File: src/rtl/spi_reg_ctrl.sv
`default_nettype none
// ============================================================================
//  Module   : spi_reg_ctrl
//  Brief    : Command sequencer that turns SPI slave bytes into register
//             read/write cycles, with read prefetch and address auto-increment.
//  Revision : 1.0
// ============================================================================
module spi_reg_ctrl #(
    parameter logic [7:0]  IDLE_BYTE = 8'hA5,
    parameter int unsigned AUTO_INC  = 1
) (
    input  logic       clk,
    input  logic       rst,
    input  logic       cs_active,
    input  logic       rx_valid,
    input  logic [7:0] rx_byte,
    output logic [7:0] tx_byte,
    output logic       tx_load,
    output logic [6:0] reg_addr,
    output logic [7:0] reg_wdata,
    output logic       reg_we,
    output logic       reg_re,
    input  logic [7:0] reg_rdata,
    output logic       busy,
    output logic [7:0] byte_cnt
);

    localparam logic [6:0] c_addr_step = (AUTO_INC != 0) ? 7'd1 : 7'd0;

    typedef enum logic [2:0] {
        S_IDLE      = 3'd0,
        S_CMD       = 3'd1,
        S_WRITE     = 3'd2,
        S_RD_FETCH  = 3'd3,
        S_RD_WAIT   = 3'd4,
        S_RD_STREAM = 3'd5
    } state_t;

    state_t     r_state,    w_state_nxt;
    logic       r_cs_q;
    logic [6:0] r_addr,     w_addr_nxt;
    logic [6:0] r_reg_addr, w_reg_addr_nxt;
    logic [7:0] r_wdata,    w_wdata_nxt;
    logic       r_we,       w_we_nxt;
    logic       r_re,       w_re_nxt;
    logic [7:0] r_tx_byte,  w_tx_byte_nxt;
    logic       r_tx_load,  w_tx_load_nxt;
    logic [7:0] r_byte_cnt, w_byte_cnt_nxt;
    logic       r_busy;
    logic [6:0] w_addr_inc;
    logic [7:0] w_cnt_inc;

    assign w_addr_inc = r_addr + c_addr_step;
    assign w_cnt_inc  = (r_byte_cnt == 8'hFF) ? r_byte_cnt : r_byte_cnt + 8'd1;

    // All outputs are registered: next values are decided here, one cycle ahead.
    always_comb begin
        w_state_nxt    = r_state;
        w_addr_nxt     = r_addr;
        w_reg_addr_nxt = r_reg_addr;
        w_wdata_nxt    = r_wdata;
        w_we_nxt       = 1'b0;
        w_re_nxt       = 1'b0;
        w_tx_byte_nxt  = r_tx_byte;
        w_tx_load_nxt  = 1'b0;
        w_byte_cnt_nxt = r_byte_cnt;

        if (!cs_active) begin
            w_state_nxt = S_IDLE;
        end else begin
            case (r_state)
                S_IDLE: begin
                    // r_cs_q demands a fresh chip-select edge, so a frame cut by reset is not resumed.
                    if (!r_cs_q) begin
                        w_state_nxt    = S_CMD;
                        w_byte_cnt_nxt = 8'd0;
                        w_tx_byte_nxt  = IDLE_BYTE;
                        w_tx_load_nxt  = 1'b1;
                    end
                end
                S_CMD: begin
                    if (rx_valid) begin
                        w_addr_nxt     = rx_byte[6:0];
                        w_reg_addr_nxt = rx_byte[6:0];
                        if (rx_byte[7]) begin
                            w_state_nxt = S_RD_FETCH;
                            w_re_nxt    = 1'b1;
                        end else begin
                            w_state_nxt   = S_WRITE;
                            w_tx_byte_nxt = IDLE_BYTE;
                            w_tx_load_nxt = 1'b1;
                        end
                    end
                end
                S_WRITE: begin
                    if (rx_valid) begin
                        w_we_nxt       = 1'b1;
                        w_wdata_nxt    = rx_byte;
                        w_reg_addr_nxt = r_addr;
                        w_addr_nxt     = w_addr_inc;
                        w_byte_cnt_nxt = w_cnt_inc;
                    end
                end
                S_RD_FETCH: begin
                    w_state_nxt = S_RD_WAIT;
                    if (rx_valid) w_byte_cnt_nxt = w_cnt_inc;
                end
                S_RD_WAIT: begin
                    w_state_nxt   = S_RD_STREAM;
                    w_tx_byte_nxt = reg_rdata;
                    w_tx_load_nxt = 1'b1;
                    if (rx_valid) w_byte_cnt_nxt = w_cnt_inc;
                end
                S_RD_STREAM: begin
                    if (rx_valid) begin
                        w_state_nxt    = S_RD_FETCH;
                        w_re_nxt       = 1'b1;
                        w_addr_nxt     = w_addr_inc;
                        w_reg_addr_nxt = w_addr_inc;
                        w_byte_cnt_nxt = w_cnt_inc;
                    end
                end
                default: w_state_nxt = S_IDLE;
            endcase
        end
    end

    always_ff @(posedge clk) begin
        if (rst) begin
            r_state    <= S_IDLE;
            r_cs_q     <= 1'b1;
            r_addr     <= 7'd0;
            r_reg_addr <= 7'd0;
            r_wdata    <= 8'd0;
            r_we       <= 1'b0;
            r_re       <= 1'b0;
            r_tx_byte  <= IDLE_BYTE;
            r_tx_load  <= 1'b0;
            r_byte_cnt <= 8'd0;
            r_busy     <= 1'b0;
        end else begin
            r_state    <= w_state_nxt;
            r_cs_q     <= cs_active;
            r_addr     <= w_addr_nxt;
            r_reg_addr <= w_reg_addr_nxt;
            r_wdata    <= w_wdata_nxt;
            r_we       <= w_we_nxt;
            r_re       <= w_re_nxt;
            r_tx_byte  <= w_tx_byte_nxt;
            r_tx_load  <= w_tx_load_nxt;
            r_byte_cnt <= w_byte_cnt_nxt;
            r_busy     <= (w_state_nxt != S_IDLE);
        end
    end

    assign tx_byte   = r_tx_byte;
    assign tx_load   = r_tx_load;
    assign reg_addr  = r_reg_addr;
    assign reg_wdata = r_wdata;
    assign reg_we    = r_we;
    assign reg_re    = r_re;
    assign busy      = r_busy;
    assign byte_cnt  = r_byte_cnt;

endmodule
`default_nettype wire
File: config.mk
export PLATFORM = sky130hd
export DESIGN_NAME = spi_reg_ctrl
export DESIGN_NICKNAME = d
export VERILOG_FILES = /design/src/rtl/spi_reg_ctrl.sv
export SDC_FILE = /design/constraint.sdc
export NUM_CORES = 1
export LEC_CHECK = 0
export ABC_AREA = 1
export CORE_AREA = 2 2 66 130
export DETAILED_ROUTE_END_ITERATION = 8
export DIE_AREA = 0 0 68 132
export PLACE_DENSITY = 0.63
export SLEW_MARGIN = 20
export SYNTH_ARGS = -nofsm -noshare
export SYNTH_HDL_FRONTEND = slang
export SYNTH_SLANG_ARGS = --single-unit
File: constraint.sdc
create_clock -name clk -period 2.1 [get_ports clk]
set_input_delay 0.42 -clock clk [delete_from_list [all_inputs] [get_ports clk]]
set_output_delay 0.42 -clock clk [all_outputs]
set_load 0.03 [all_outputs]
Word level (Yosys, flattened, before mapping)
Index checks and enable logic that the tools add are counted.

word-level totals
  input bits = 20
  bits in registers = 46
  word-level logic and storage cells = 71
  output and inout bits = 35

operators by class
  add/subtract/negate cells = 2
  equality and inequality tests = 14
  reduce and logical (&&, ||, !) cells = 15
  bitwise operators = 2
  muxes and demuxes = 27

operators with widths
  kind                                                                   count
  8-bit two-way mux                                                      6
  8-bit case mux with 3 select lines                                     1
  7-bit two-way mux                                                      3
  7-bit case mux with 3 select lines                                     1
  3-bit case mux with 6 select lines                                     1
  8-bit case mux with 2 select lines                                     1
  5-bit AND reduction                                                    3
  7-bit case mux with 2 select lines                                     1
  3-bit two-way mux                                                      4
  2-bit != test, second input constant                                   6
  3-bit nonzero test                                                     3
  8-bit by 1-bit adder with 8-bit output, second input constant          1
  8-bit equality test, second input constant                             1
  7-bit by 1-bit adder with 7-bit output, second input constant          1
  1-bit two-way mux                                                      7
  3-bit by 2-bit equality test with 1-bit output, second input constant  2
  3-bit equality test, second input constant                             2
  2-bit by 1-bit != test with 1-bit output, second input constant        2
  4-bit AND reduction                                                    1
  2-bit nonzero test                                                     2
  2-bit OR reduction                                                     2
  4-bit OR reduction                                                     1
  3-bit by 1-bit equality test with 1-bit output, second input constant  1
  3-bit zero test                                                        1
  5 further kinds                                                        6

Depth between registers and ports, before layout
  depth after elaboration = 5
  depth in mapped cells = 10
  depth with buffers taken out = 10

Worst setup path after synthesis
Ideal clock, no wire load.

  path kind = reg2reg
  from = register r_byte_cnt[1] (netlist: byte_cnt[1])
  to = register r_byte_cnt[3] (netlist: byte_cnt[3])
  buffers on the path = 0
  arrival = 1451 ps
  stages on the path, launching flop included = 10
  clock period less this slack = 1522 ps
  library setup time = 70 ps
  required time = 2030 ps
  path slack = 578 ps
  cell sequence = dfxtp_1 > ha_1 > nand2_1 > nor2_1 > nand2_1 > nand2_1 > nand2_1 > nand2_1 > nand2_1 > a21oi_1

on the way
  word-level cells in the longest chain between the ends = 4
  elaborated cells on any way between the ends = 7
  those cells by class = 1 x add/sub; 2 x eq/ne; 3 x mux; 1 x reduce/logical

RTL lines
  element                                 RTL line  RTL
  from (decl)                             48        logic [7:0] r_byte_cnt, w_byte_cnt_nxt;
  from (signal assigned)                  151       r_byte_cnt <= w_byte_cnt_nxt;
  8-bit by 1-bit adder with 8-bit output  54        assign w_cnt_inc = (r_byte_cnt == 8'hFF) ? r_byte_cnt : r_byte_cnt + 8'd1;
  8-bit two-way mux                       54
  8-bit two-way mux                       --
  8-bit case mux with 2 select lines      71        case (r_state)

Parallel ways exist; a longest one is shown, timed or not. The select of a mux whose other input is x is not followed.
A chain may end at the register's enable or synchronous reset.

Worst setup path after layout
  from = register r_byte_cnt[2] (netlist: byte_cnt[2])
  to = output byte_cnt[2]

RTL lines
  element    RTL line  RTL
  to (decl)  25        output logic [7:0] byte_cnt

No word-level cell between the ends.

==> summary by stage <==
Run status
The flow ran to the end, and the final reports show no timing, DRC or antenna violations.

Clock tree
The clock network latency to the later pin of the worst-skew pair is 0.29 ns. The H-tree was split into 2 levels. The number of gates resized after CTS was 0. The CTS tree is done. The number of post-CTS setup repair buffers is 0. In this run the clock root is driven by a sky130_fd_sc_hd__clkbuf_16. The number of clock sinks is 46.

For this design, the CTS-stage hold fixing added 0 buffers. After clock tree synthesis, the clock-pin slew on the worst setup and hold paths is 0.06 ns. The maximum clock path buffer count is 2. TritonCTS created 5 clock buffers.

Routing
The routed via count divided by cell count is 4.726. The residual antenna-violating net count after detailed routing is 0. The final wirelength is 6.196 mm. Detailed routing placed a total of 3.328 mm of wire on met2. The count of TritonRoute iterations in the first routing pass is 4. The count of unresolved DRC violations after routing is 0. Detailed routing placed a total of 283 µm of wire on met3. The length of routed wiring on met1 is 2.325 mm. After detailed routing, the average wire length per cell comes to 12.47 µm. For this block, the initial DRC count from the detailed router was 108. The top layer reached by signal wires is met4. The number of vias in the routed layout is 2349.

Layout
The area growth from synthesis to layout is 35.95%. For this run, the post-layout net count is 422. The fraction of final layout cells sized beyond drive strength 1 is 0.08728. For this run, the share of the core covered by cells in the final layout is 0.3949. 0 antenna diodes ended up in the layout.

Place
The final weighted congestion in routability-driven placement is 0.9097. The placed wire-length estimate is 4.681 mm. In this run the tool buffered the top-level ports with 54 buffer cells.

Run
The max-capacitance violation count is 0.

Synthesis
The number of instances in the synthesized netlist is 340. The netlist uses 35 different library cells. For this run, the register share of the synthesized area comes to 0.3991.

The number of nets produced by synthesis is 362. Sorting the synthesized cells by area gives the leading types as sky130_fd_sc_hd__dfxtp_1 40%, sky130_fd_sc_hd__nand2_1 13%, sky130_fd_sc_hd__nor2_1 11%. Each instance of the synthesized netlist takes up on average 6.786 µm². The share of synthesized area in the top cell type comes to 0.3991. Summed over all instances, the cell type with the most area after synthesis is sky130_fd_sc_hd__dfxtp_1.

The post-synthesis sequential element count is 46. The synthesized netlist occupies a cell area of 2307 µm². The Yosys warning count is 0.

Setup path
At the worst endpoint, the arrival time is 1.44 ns. Along the worst path, the maximum fanout reaches 7. The signal on the critical path passes through clkdlybuf4s50_1.

STA classifies the critical path startpoint as a flop. The family with the most delay on the worst path is buffers and inverters. For this design, the slowest cell found on the critical path is sky130_fd_sc_hd__clkdlybuf4s50_1. In this design, the stage delay of the slowest critical-path cell is 0.71 ns.

The critical path is of the reg -> out type. The required time reported for the critical path endpoint is 1.68 ns. The worst setup path is captured at an output port.

The critical path buffer and inverter count is 1.

Die
The total area inside the core boundary comes to 7943 µm². Pin placement for this block handled 55 I/O pins. The floorplan step set the die height to 132 µm.

In this run the core area contains 46 standard-cell rows. The horizontal die dimension is 68 µm. The total die area is 8976 µm². The initial utilization of the core area, before any placement, comes to 0.2905.

STA
The worst-case hold slack is 0.4728 ns. The clock arrives with 0.005855 ns of skew. Measured against its own limit, the worst slew margin works out to 0.7556. The sum of negative setup slack is 0 ns. The final count of hold timing violations is 0.

The number of pins exceeding their max-slew limit in the final report came to 0. At the pin with the least slew margin, the transition time is 0.3652 ns. The final-report setup violation count is 0. The final period utilization is 0.8856. Subtracting the final worst setup slack from the clock period gives 1.860 ns. Setup repair after global routing left no endpoint under its margin.

The top achievable clock speed is 537.7 MHz.

Pwr
The worst-case IR drop observed on VDD is 0.4095 mV. The power per cell area is 649.1 nW/µm². Summed over all cells, the static leakage comes to 1.320 nW.

Global route
The overall fraction of global-route tracks in use is 0.1442. The number of global-route vias before repair is 2275. Entering global routing, the biggest net connects 24 pins.

The aggregate global routing overflow is 0. The first global-routing pass estimated 10.03 mm of wire. The initial antenna violation count came to 0.

Hold path
The path class of the tightest hold or removal check is reg -> reg.
==> Yosys cell counts (all sizes together) <==
cell type and number:
o21bai 1, a31oi 1, inv 37, clkbuf 3
ha 2, nand3b 1, nand2 87, a22oi 2
buf 5, xor2 2, a2111oi 1, dfxtp 46
a21oi 16, nor2 73, or2 1, o211ai 5
nand3 23, o21ai 31, nand4 3
==> cell usage in the layout (no fill, tap or decap), types with 3 or more instances in the layout <==
master / synthesis / final
sky130_fd_sc_hd__nand2_1: 80 / 80
sky130_fd_sc_hd__nor2_1: 70 / 70
sky130_fd_sc_hd__clkdlybuf4s50_1: 0 / 54
sky130_fd_sc_hd__dfxtp_1: 46 / 46
sky130_fd_sc_hd__inv_1: 32 / 32
sky130_fd_sc_hd__o21ai_0: 27 / 27
sky130_fd_sc_hd__nand3_1: 21 / 21
sky130_fd_sc_hd__a21oi_1: 14 / 14
sky130_fd_sc_hd__buf_4: 2 / 7
sky130_fd_sc_hd__nand2_2: 5 / 5
sky130_fd_sc_hd__clkbuf_16: 0 / 5
sky130_fd_sc_hd__o21ai_1: 4 / 4
sky130_fd_sc_hd__o211ai_1: 4 / 4
sky130_fd_sc_hd__inv_2: 3 / 3
sky130_fd_sc_hd__nand4_1: 3 / 3
==> sequential cells by signal, indices dropped and copies added, names as in the netlist <==
signal     count
reg_re         1
byte_cnt       8
reg_wdata      8
reg_addr       7
tx_byte        8
r_state        3
busy           1
reg_we         1
r_cs_q         1
r_addr         7
tx_load        1
==> area by class of cell <==
cell class,count,area [µm²]
clock buffers,7,132.6
multi-input cells,249,1196
inverters,37,143.9
repair buffers,61,593.1
fillers,846,4806
clock inverters,1,30.03
flip-flops and latches,46,920.9
well taps,96,120.1
==> report_power, final <==
| group | internal, mW | switching [mW] |
|---|---|---|
| clock network | 0.563 | 0.327 |
| registers | 0.896 | 0.0177 |
| logic | 0.104 | 0.129 |
| total | 1.56 | 0.474 |
==> routing by layer <==
metal / GRT usage / vias up
met1: 0.1473 / 1063
met5: 0 / -
met2: 0.2557 / 69
li1: - / 1202
met3: 0.02989 / 15
met4: 0.08222 / 0
==> path summary, 6_finish.rpt <==
check	start	endpoint	slack, ns	cells past startpoint
max reg2reg	r_state[0]	reg_addr[5]	0.55	9
max	byte_cnt[2]	byte_cnt[2]	0.24	1
min	tx_byte[7]	tx_byte[7]	0.47	2
min reg2reg	tx_byte[7]	tx_byte[7]	0.47	2
==> per-stage QoR <==
stage                     total power [mW]  setup WS [ns]  cell area, µm²  cells
after floorplan                      1.060         0.5785            2307    340
after global placement               1.164         0.2218            2974    489
after detailed placement             1.167         0.1714            2974    489
after CTS                            2.070         0.2383            3137    497
after global routing                 2.123         0.1845            3137    497
final                                2.036         0.2402            3137    497
==> kinds of logic (layout without fill, tap and decap cells) <==
logic type                 Yosys count  in the layout  synth area share
AOI/OAI and AO/OA                   57             57            0.1432
buffers and inverters               45            106           0.08242
and+or+nand+nor                    188            188            0.3568
xor gates and xnor gates             2              2          0.007594
adders and majority gates            2              2           0.01084
DFF                                 46             46            0.3991
(Power assumes the default switching activity.)
